--- config.mk ---
export PLATFORM = sky130hd
export DESIGN_NAME = counter_wrap_monitor
export DESIGN_NICKNAME = d
export VERILOG_FILES = /design/src/rtl/counter_mon_pkg.sv /design/src/rtl/evt_fifo.sv /design/src/rtl/counter_wrap_monitor.sv
export SDC_FILE = /design/constraint.sdc
export NUM_CORES = 1
export LEC_CHECK = 0
export BUFFER_PORTS_ARGS = -buffer_cell sky130_fd_sc_hd__clkbuf_2
export CAP_MARGIN = 20
export CORE_UTILIZATION = 47
export DETAILED_ROUTE_END_ITERATION = 16
export GPL_ROUTABILITY_DRIVEN = 0
export MAX_ROUTING_LAYER = met4
export PLACE_DENSITY = 0.68
export SYNTH_ARGS = -nofsm -noshare
export SYNTH_HDL_FRONTEND = slang
export SYNTH_SLANG_ARGS = --single-unit
--- constraint.sdc ---
create_clock -name clk -period 7 [get_ports clk]
set_clock_uncertainty 0.05 [all_clocks]
set_input_delay 1.4 -clock clk [delete_from_list [all_inputs] [get_ports clk]]
set_output_delay 1.4 -clock clk [all_outputs]
set_load 0.02 [all_outputs]
--- src/rtl/counter_mon_pkg.sv ---
// Shared types for the counter wrap monitor: event codes and the queued event record.
package counter_mon_pkg;

    localparam int CNT_W = 4;
    localparam int TS_W  = 16;

    typedef enum logic [1:0] {
        EVT_NONE = 2'd0,
        EVT_OVF  = 2'd1,
        EVT_UNF  = 2'd2,
        EVT_ERR  = 2'd3
    } evt_code_e;

    typedef struct packed {
        evt_code_e        code;
        logic [CNT_W-1:0] value;
        logic [TS_W-1:0]  ts;
    } evt_rec_t;

endpackage

--- src/rtl/evt_fifo.sv ---
// First-word-fall-through FIFO of event records; a push into a full FIFO is
// accepted only when a pop frees a slot on the same edge.
module evt_fifo
    import counter_mon_pkg::*;
#(
    parameter int DEPTH = 4
) (
    input  logic                     clk,
    input  logic                     rst_n,
    input  logic                     push,
    input  evt_rec_t                 din,
    input  logic                     pop,
    output evt_rec_t                 dout,
    output logic                     full,
    output logic                     empty,
    output logic [$clog2(DEPTH):0]   level
);

    localparam int AW = $clog2(DEPTH);
    localparam logic [AW:0] FULL_LVL = (AW+1)'(DEPTH);

    evt_rec_t        mem [DEPTH];
    logic [AW-1:0]   wr_ptr;
    logic [AW-1:0]   rd_ptr;
    logic [AW:0]     count;
    logic            do_pop;
    logic            do_push;

    assign empty   = (count == '0);
    assign full    = (count == FULL_LVL);
    assign level   = count;
    assign do_pop  = pop && !empty;
    assign do_push = push && (!full || do_pop);

    // Pointers wrap naturally because DEPTH is a power of two.
    always_ff @(posedge clk or negedge rst_n) begin
        if (!rst_n) begin
            wr_ptr <= '0;
            rd_ptr <= '0;
            count  <= '0;
        end else begin
            if (do_push) wr_ptr <= wr_ptr + 1'b1;
            if (do_pop)  rd_ptr <= rd_ptr + 1'b1;
            case ({do_push, do_pop})
                2'b10:   count <= count + 1'b1;
                2'b01:   count <= count - 1'b1;
                default: count <= count;
            endcase
        end
    end

    always_ff @(posedge clk) begin
        if (do_push) mem[wr_ptr] <= din;
    end

    // Head reads as zero when empty so the outputs are clean after reset.
    always_comb begin
        dout = '0;
        if (!empty) dout = mem[rd_ptr];
    end

endmodule

--- src/rtl/counter_wrap_monitor.sv ---
// Passive checker for a wrapping up/down counter: predicts each sample from the
// previous one, queues OVF/UNF/ERR records and keeps saturating statistics.
module counter_wrap_monitor #(
    parameter int CNT_W  = 4,
    parameter int DEPTH  = 4,
    parameter int TS_W   = 16,
    parameter int STAT_W = 8
) (
    input  logic                     clk,
    input  logic                     rst_n,
    input  logic                     cnt_rst,
    input  logic                     cnt_up,
    input  logic [CNT_W-1:0]         cnt_dout,
    input  logic                     clr_stats,
    output logic                     evt_valid,
    input  logic                     evt_ready,
    output logic [1:0]               evt_code,
    output logic [CNT_W-1:0]         evt_value,
    output logic [TS_W-1:0]          evt_time,
    output logic [STAT_W-1:0]        ovf_cnt,
    output logic [STAT_W-1:0]        unf_cnt,
    output logic [STAT_W-1:0]        err_cnt,
    output logic [STAT_W-1:0]        drop_cnt,
    output logic [$clog2(DEPTH):0]   fifo_level
);

    import counter_mon_pkg::*;

    logic [TS_W-1:0]   ts;
    logic [CNT_W-1:0]  p_dout;
    logic              p_up;
    logic              p_rst;
    logic              armed;
    logic [CNT_W-1:0]  exp_dout;
    evt_code_e         det_code;
    logic              push;
    logic              pop;
    logic              full;
    logic              empty;
    logic              drop;
    evt_rec_t          rec_in;
    evt_rec_t          rec_out;

    function automatic logic [STAT_W-1:0] sat_inc(input logic [STAT_W-1:0] v, input logic en);
        return (en && (v != '1)) ? v + 1'b1 : v;
    endfunction

    always_ff @(posedge clk or negedge rst_n) begin
        if (!rst_n) begin
            ts     <= '0;
            p_dout <= '0;
            p_up   <= 1'b0;
            p_rst  <= 1'b0;
            armed  <= 1'b0;
        end else begin
            ts     <= ts + 1'b1;
            p_dout <= cnt_dout;
            p_up   <= cnt_up;
            p_rst  <= cnt_rst;
            armed  <= armed | cnt_rst;
        end
    end

    // A step mismatch outranks a wrap; after an error the bad value becomes history.
    always_comb begin
        exp_dout = p_rst ? '0 : (p_up ? p_dout + 1'b1 : p_dout - 1'b1);
        det_code = EVT_NONE;
        if (armed) begin
            if (cnt_dout != exp_dout)             det_code = EVT_ERR;
            else if (!p_rst && p_up && (p_dout == '1)) det_code = EVT_OVF;
            else if (!p_rst && !p_up && (p_dout == '0)) det_code = EVT_UNF;
        end
    end

    // Event port handshake: evt_valid means the head record is stable; it is
    // consumed on any edge where evt_valid && evt_ready, and evt_ready is
    // ignored while evt_valid is low.
    assign push = (det_code != EVT_NONE);
    assign pop  = evt_valid && evt_ready;
    assign drop = push && full && !pop;

    always_comb begin
        rec_in       = '0;
        rec_in.code  = det_code;
        rec_in.value = cnt_dout;
        rec_in.ts    = ts;
    end

    evt_fifo #(
        .DEPTH (DEPTH)
    ) u_fifo (
        .clk   (clk),
        .rst_n (rst_n),
        .push  (push),
        .din   (rec_in),
        .pop   (pop),
        .dout  (rec_out),
        .full  (full),
        .empty (empty),
        .level (fifo_level)
    );

    assign evt_valid = !empty;
    assign evt_code  = rec_out.code;
    assign evt_value = rec_out.value;
    assign evt_time  = rec_out.ts;

    always_ff @(posedge clk or negedge rst_n) begin
        if (!rst_n) begin
            ovf_cnt  <= '0;
            unf_cnt  <= '0;
            err_cnt  <= '0;
            drop_cnt <= '0;
        end else if (clr_stats) begin
            ovf_cnt  <= '0;
            unf_cnt  <= '0;
            err_cnt  <= '0;
            drop_cnt <= '0;
        end else begin
            ovf_cnt  <= sat_inc(ovf_cnt,  det_code == EVT_OVF);
            unf_cnt  <= sat_inc(unf_cnt,  det_code == EVT_UNF);
            err_cnt  <= sat_inc(err_cnt,  det_code == EVT_ERR);
            drop_cnt <= sat_inc(drop_cnt, drop);
        end
    end

endmodule

==> load_flow_metrics.sql <==
INSERT INTO impl_metrics (metric_group, metric, value, unit) VALUES
('outcome', 'status', 'finished, final reports clean', ''),
('layout', 'post_route_cells_drive_above_1_share', '25.1', '%'),
('logic_synthesis', 'cells_after_synth', '453', ''),
('setup_path', 'ff2ff_setup_slack', '3050', 'ps'),
('placement', 'detailedPlacementHpwl', '7710', 'um'),
('sta', 'totalNegativeSetupSlack', '0', 'ps'),
('min_path', 'hold_path.startpoint', 'ts[15]', ''),
('logic_synthesis', 'ys.flop_type', 'sky130_fd_sc_hd__edfxtp_1', ''),
('placement', 'quantity_of_i_o_buffers_inserted_on_ports', '67', ''),
('setup_path', 'critical_path_required', '7230', 'ps'),
('setup_path', 'worstPathArrival', '4230', 'ps'),
('power_and_ir_drop', 'pwr_cell_area', '397', 'nW/um2'),
('logic_synthesis', 'synthesis.area', '6560', 'um2'),
('logic_synthesis', 'syn-num-nets', '476', ''),
('setup_path', 'worstReg2RegEnd', 'u_fifo.level[1]', ''),
('setup_path', 'crit_type', 'input port to register', ''),
('min_path', 'worst_hold_path.endpoint', 'ts[15]', ''),
('detailed_routing', 'first_iter_violations', '233', ''),
('die', 'core_region_area', '13400', 'um2'),
('global_routing', 'track_usage', '19.6', '%'),
('clocking', 'cts_resized', '0', ''),
('layout', 'finalNonFillerCells', '717', ''),
('detailed_routing', 'routed_wirelength', '12300', 'um'),
('die', 'floorplan.die.height', '120', 'um'),
('global_routing', 'vias_in_the_first_global_route', '4125', ''),
('power_and_ir_drop', 'total_power', '3.05', 'mW'),
('logic_synthesis', 'yosys.area_share.adder', '2.71', '%'),
('logic_synthesis', 'synth-warning-count', '0', ''),
('logic_synthesis', 'ys_async_sr_fraction', '41.3', '%'),
('detailed_routing', 'routed_wire_length_per_instance', '17.2', 'um'),
('sta', 'finalCritPeriodShare', '57.0', '%'),
('layout', 'synthToLayoutAreaGrowth', '17.4', '%'),
('logic_synthesis', 'synth-edff-count', '88', ''),
('setup_path', 'r2r_start', 'p_dout[0]', ''),
('detailed_routing', 'via_count', '3943', ''),
('logic_synthesis', 'yosys_register_bits', '150', ''),
('clocking', 'clock_sink_count', '150', ''),
('global_routing', 'initial_antenna_violation_count', '0', ''),
('die', 'die_area', '14400', 'um2'),
('sta', 'max_freq', '0.250', 'GHz'),
('logic_synthesis', 'fraction_of_the_mapped_netlist_area_in_compound_gates', '3.86', '%'),
('die', 'floorplan.die.width', '120', 'um'),
('clocking', 'number_of_buffers_created_by_cts', '17', ''),
('sta', 'relSlewSlack', '30.6', '%'),
('sta', 'setup_repair_after_global_routing_missed_its_margin', 'no', ''),
('global_routing', 'grt_pass1_wl', '20600', 'um'),
('detailed_routing', 'avgViaCountPerCell', '5.50', ''),
('clocking', 'cts_root_buf', 'sky130_fd_sc_hd__clkbuf_16', ''),
('layout', 'net_count_reported_at_finish', '551', ''),
('layout', 'antenna-diode-count', '0', ''),
('logic_synthesis', 'synth_seq_area_share', '64.0', '%'),
('clocking', 'hold_buffers', '0', ''),
('setup_path', 'critical_path_peak_fanout', '17', ''),
('clocking', 'post_cts.repair.setup_buffers', '0', ''),
('detailed_routing', 'final_antenna_net_count', '0', ''),
('setup_path', 'worstSetupEndpointType', 'register', ''),
('sta', 'finalHoldViolations', '0', ''),
('die', 'io_pins', '68', ''),
('clocking', 'cts.htree.levels', '4', ''),
('clocking', 'clkLatencyLatePin', '420', 'ps'),
('sta', 'final_max_slew_viol_count', '0', ''),
('clocking', 'clk_pin_slew', '60', 'ps'),
('setup_path', 'type_of_origin_of_the_critical_path', 'input port', ''),
('sta', 'setup_viol', '0', ''),
('flow_run', 'maxCapViolCount', '0', ''),
('logic_synthesis', 'synth_top_family_by_area', 'simple AND/OR/NAND/NOR gates', ''),
('die', 'start_util', '48.9', '%'),
('placement', 'dpl.cell_count', '680', ''),
('global_routing', 'grt_max_degree', '63', ''),
('logic_synthesis', 'yosys.area_share.xor_xnor', '5.61', '%'),
('clocking', 'cts.path.max_buffers', '2', '');
-- synth_stat cells, types with 4 or more instances --
| master | n | area, um2 |
|---|---|---|
| sky130_fd_sc_hd__inv_1 | 7 | 26.3 |
| sky130_fd_sc_hd__a21oi_1 | 8 | 40.0 |
| sky130_fd_sc_hd__mux4_2 | 22 | 495 |
| sky130_fd_sc_hd__mux2i_1 | 5 | 50.1 |
| sky130_fd_sc_hd__or3_1 | 8 | 50.1 |
| sky130_fd_sc_hd__dfrtp_1 | 62 | 1550 |
| sky130_fd_sc_hd__nand2_1 | 18 | 67.6 |
| sky130_fd_sc_hd__and2_1 | 23 | 144 |
| sky130_fd_sc_hd__clkbuf_1 | 11 | 41.3 |
| sky130_fd_sc_hd__nand4_1 | 17 | 106 |
| sky130_fd_sc_hd__xor2_1 | 22 | 193 |
| sky130_fd_sc_hd__edfxtp_1 | 88 | 2640 |
| sky130_fd_sc_hd__ha_1 | 11 | 138 |
| sky130_fd_sc_hd__xnor2_1 | 20 | 175 |
| sky130_fd_sc_hd__nor2_1 | 34 | 128 |
| sky130_fd_sc_hd__nand3_1 | 20 | 100 |
| sky130_fd_sc_hd__o21ai_0 | 8 | 40.0 |
| sky130_fd_sc_hd__and3_1 | 17 | 106 |
| sky130_fd_sc_hd__nor2b_1 | 4 | 25.0 |
-- per-stage QoR --
stage	util, %	hold slack (ps)	worst slack, ps	area [um2]
6_report	57.4	503	3010	7690
3_3_place_gp	52.5	469	2760	7040
3_5_place_dp	52.5	474	2590	7040
5_1_grt	57.4	538	2810	7690
2_1_floorplan	-	439	3010	6560
4_1_cts	56.9	507	3030	7630
-- critical path, cell delays in order --
cell and delay [ps]:
sky130_fd_sc_hd__clkbuf_2 180, sky130_fd_sc_hd__or3b_1 380, sky130_fd_sc_hd__a221oi_2 280, sky130_fd_sc_hd__o211a_1 230
sky130_fd_sc_hd__nand3_2 110, sky130_fd_sc_hd__o31a_1 510, sky130_fd_sc_hd__nor2_1 220, sky130_fd_sc_hd__fa_1 490
sky130_fd_sc_hd__and3b_1 200, sky130_fd_sc_hd__mux2i_1 130, sky130_fd_sc_hd__nand4_1 100
-- flip-flops by register name, indices dropped and copies added, names as in the netlist --
| register | count |
|---|---|
| u_fifo.level | 3 |
| u_fifo.wr_ptr | 2 |
| armed | 1 |
| u_fifo.mem | 88 |
| drop_cnt | 8 |
| err_cnt | 8 |
| p_dout | 4 |
| p_rst | 1 |
| unf_cnt | 8 |
| ts | 16 |
| ovf_cnt | 8 |
| u_fifo.rd_ptr | 2 |
| p_up | 1 |
-- power breakdown --
group / leakage, nW / switching, mW / total, mW / internal [mW]
registers: 1.65 / 0.101 / 1.26 / 1.16
clock network: 0.274 / 0.351 / 0.908 / 0.558
logic: 1.18 / 0.494 / 0.881 / 0.387
-- cells in the final DEF, fill, tap and decap left out, types with 5 or more instances in the layout --
master                      Yosys  layout
sky130_fd_sc_hd__o21ai_0        8       8
sky130_fd_sc_hd__xor2_1        22      22
sky130_fd_sc_hd__nand2_1       18      18
sky130_fd_sc_hd__ha_1          11      11
sky130_fd_sc_hd__and3_1        17      17
sky130_fd_sc_hd__nor2_1        34      34
sky130_fd_sc_hd__inv_1          7       7
sky130_fd_sc_hd__dfrtp_1       62      62
sky130_fd_sc_hd__or3_1          8       8
sky130_fd_sc_hd__edfxtp_1      88      88
sky130_fd_sc_hd__nand4_1       17      17
sky130_fd_sc_hd__and2_1        23      23
sky130_fd_sc_hd__mux4_2        22      22
sky130_fd_sc_hd__xnor2_1       20      20
sky130_fd_sc_hd__mux2i_1        5       5
sky130_fd_sc_hd__a21oi_1        8       8
sky130_fd_sc_hd__nand3_1       20      20
sky130_fd_sc_hd__clkbuf_16      0      17
sky130_fd_sc_hd__clkbuf_2       0      68
-- how the worst max path moves through the flow --
| stage | from | endpoint | slack [ps] | cells past startpoint |
|---|---|---|---|---|
| 3_5_place_dp | cnt_dout[1] | u_fifo.level[1] | 2590 | 11 |
| 4_1_cts | cnt_dout[1] | u_fifo.level[1] | 3030 | 11 |
| 6_report | cnt_dout[1] | u_fifo.level[1] | 3010 | 11 |
| 3_3_place_gp | cnt_dout[1] | u_fifo.level[1] | 2760 | 11 |
| 5_1_grt | p_dout[0] | u_fifo.level[1] | 2810 | 12 |
| 2_1_floorplan | cnt_dout[1] | u_fifo.level[1] | 3010 | 12 |
-- cell families (layout without fill, tap and decap cells) --
kind of cell / after synthesis / after routing
AO/OA/AOI/OAI: 34 / 34
flip-flops: 150 / 150
AND/OR/NAND/NOR: 159 / 159
multiplexers: 30 / 30
XOR/XNOR: 42 / 42
buffers and inverters: 25 / 113
adder cells (fa/ha/maj): 13 / 13
-- layout make-up --
cell class | instances | area (um2)
clock inverters | 13 | 155
flip-flops and latches | 150 | 4190
well taps | 176 | 220
multi-input cells | 278 | 2250
repair buffers | 74 | 415
fillers | 1060 | 5710
inverters | 7 | 26.3
clock buffers | 19 | 433
-- per-layer routing --
metal / up-vias / part of all wire (%) / wire length [um] / track usage, %
met5: - / 0 / 0 / -
met4: 0 / 1.5 / 190 / 7.73
met3: 16 / 4.0 / 488 / 5.04
met2: 87 / 51 / 6300 / 31.5
met1: 2006 / 43 / 5360 / 23.8
li1: 1834 / - / - / -
(Power assumes the default switching activity.)
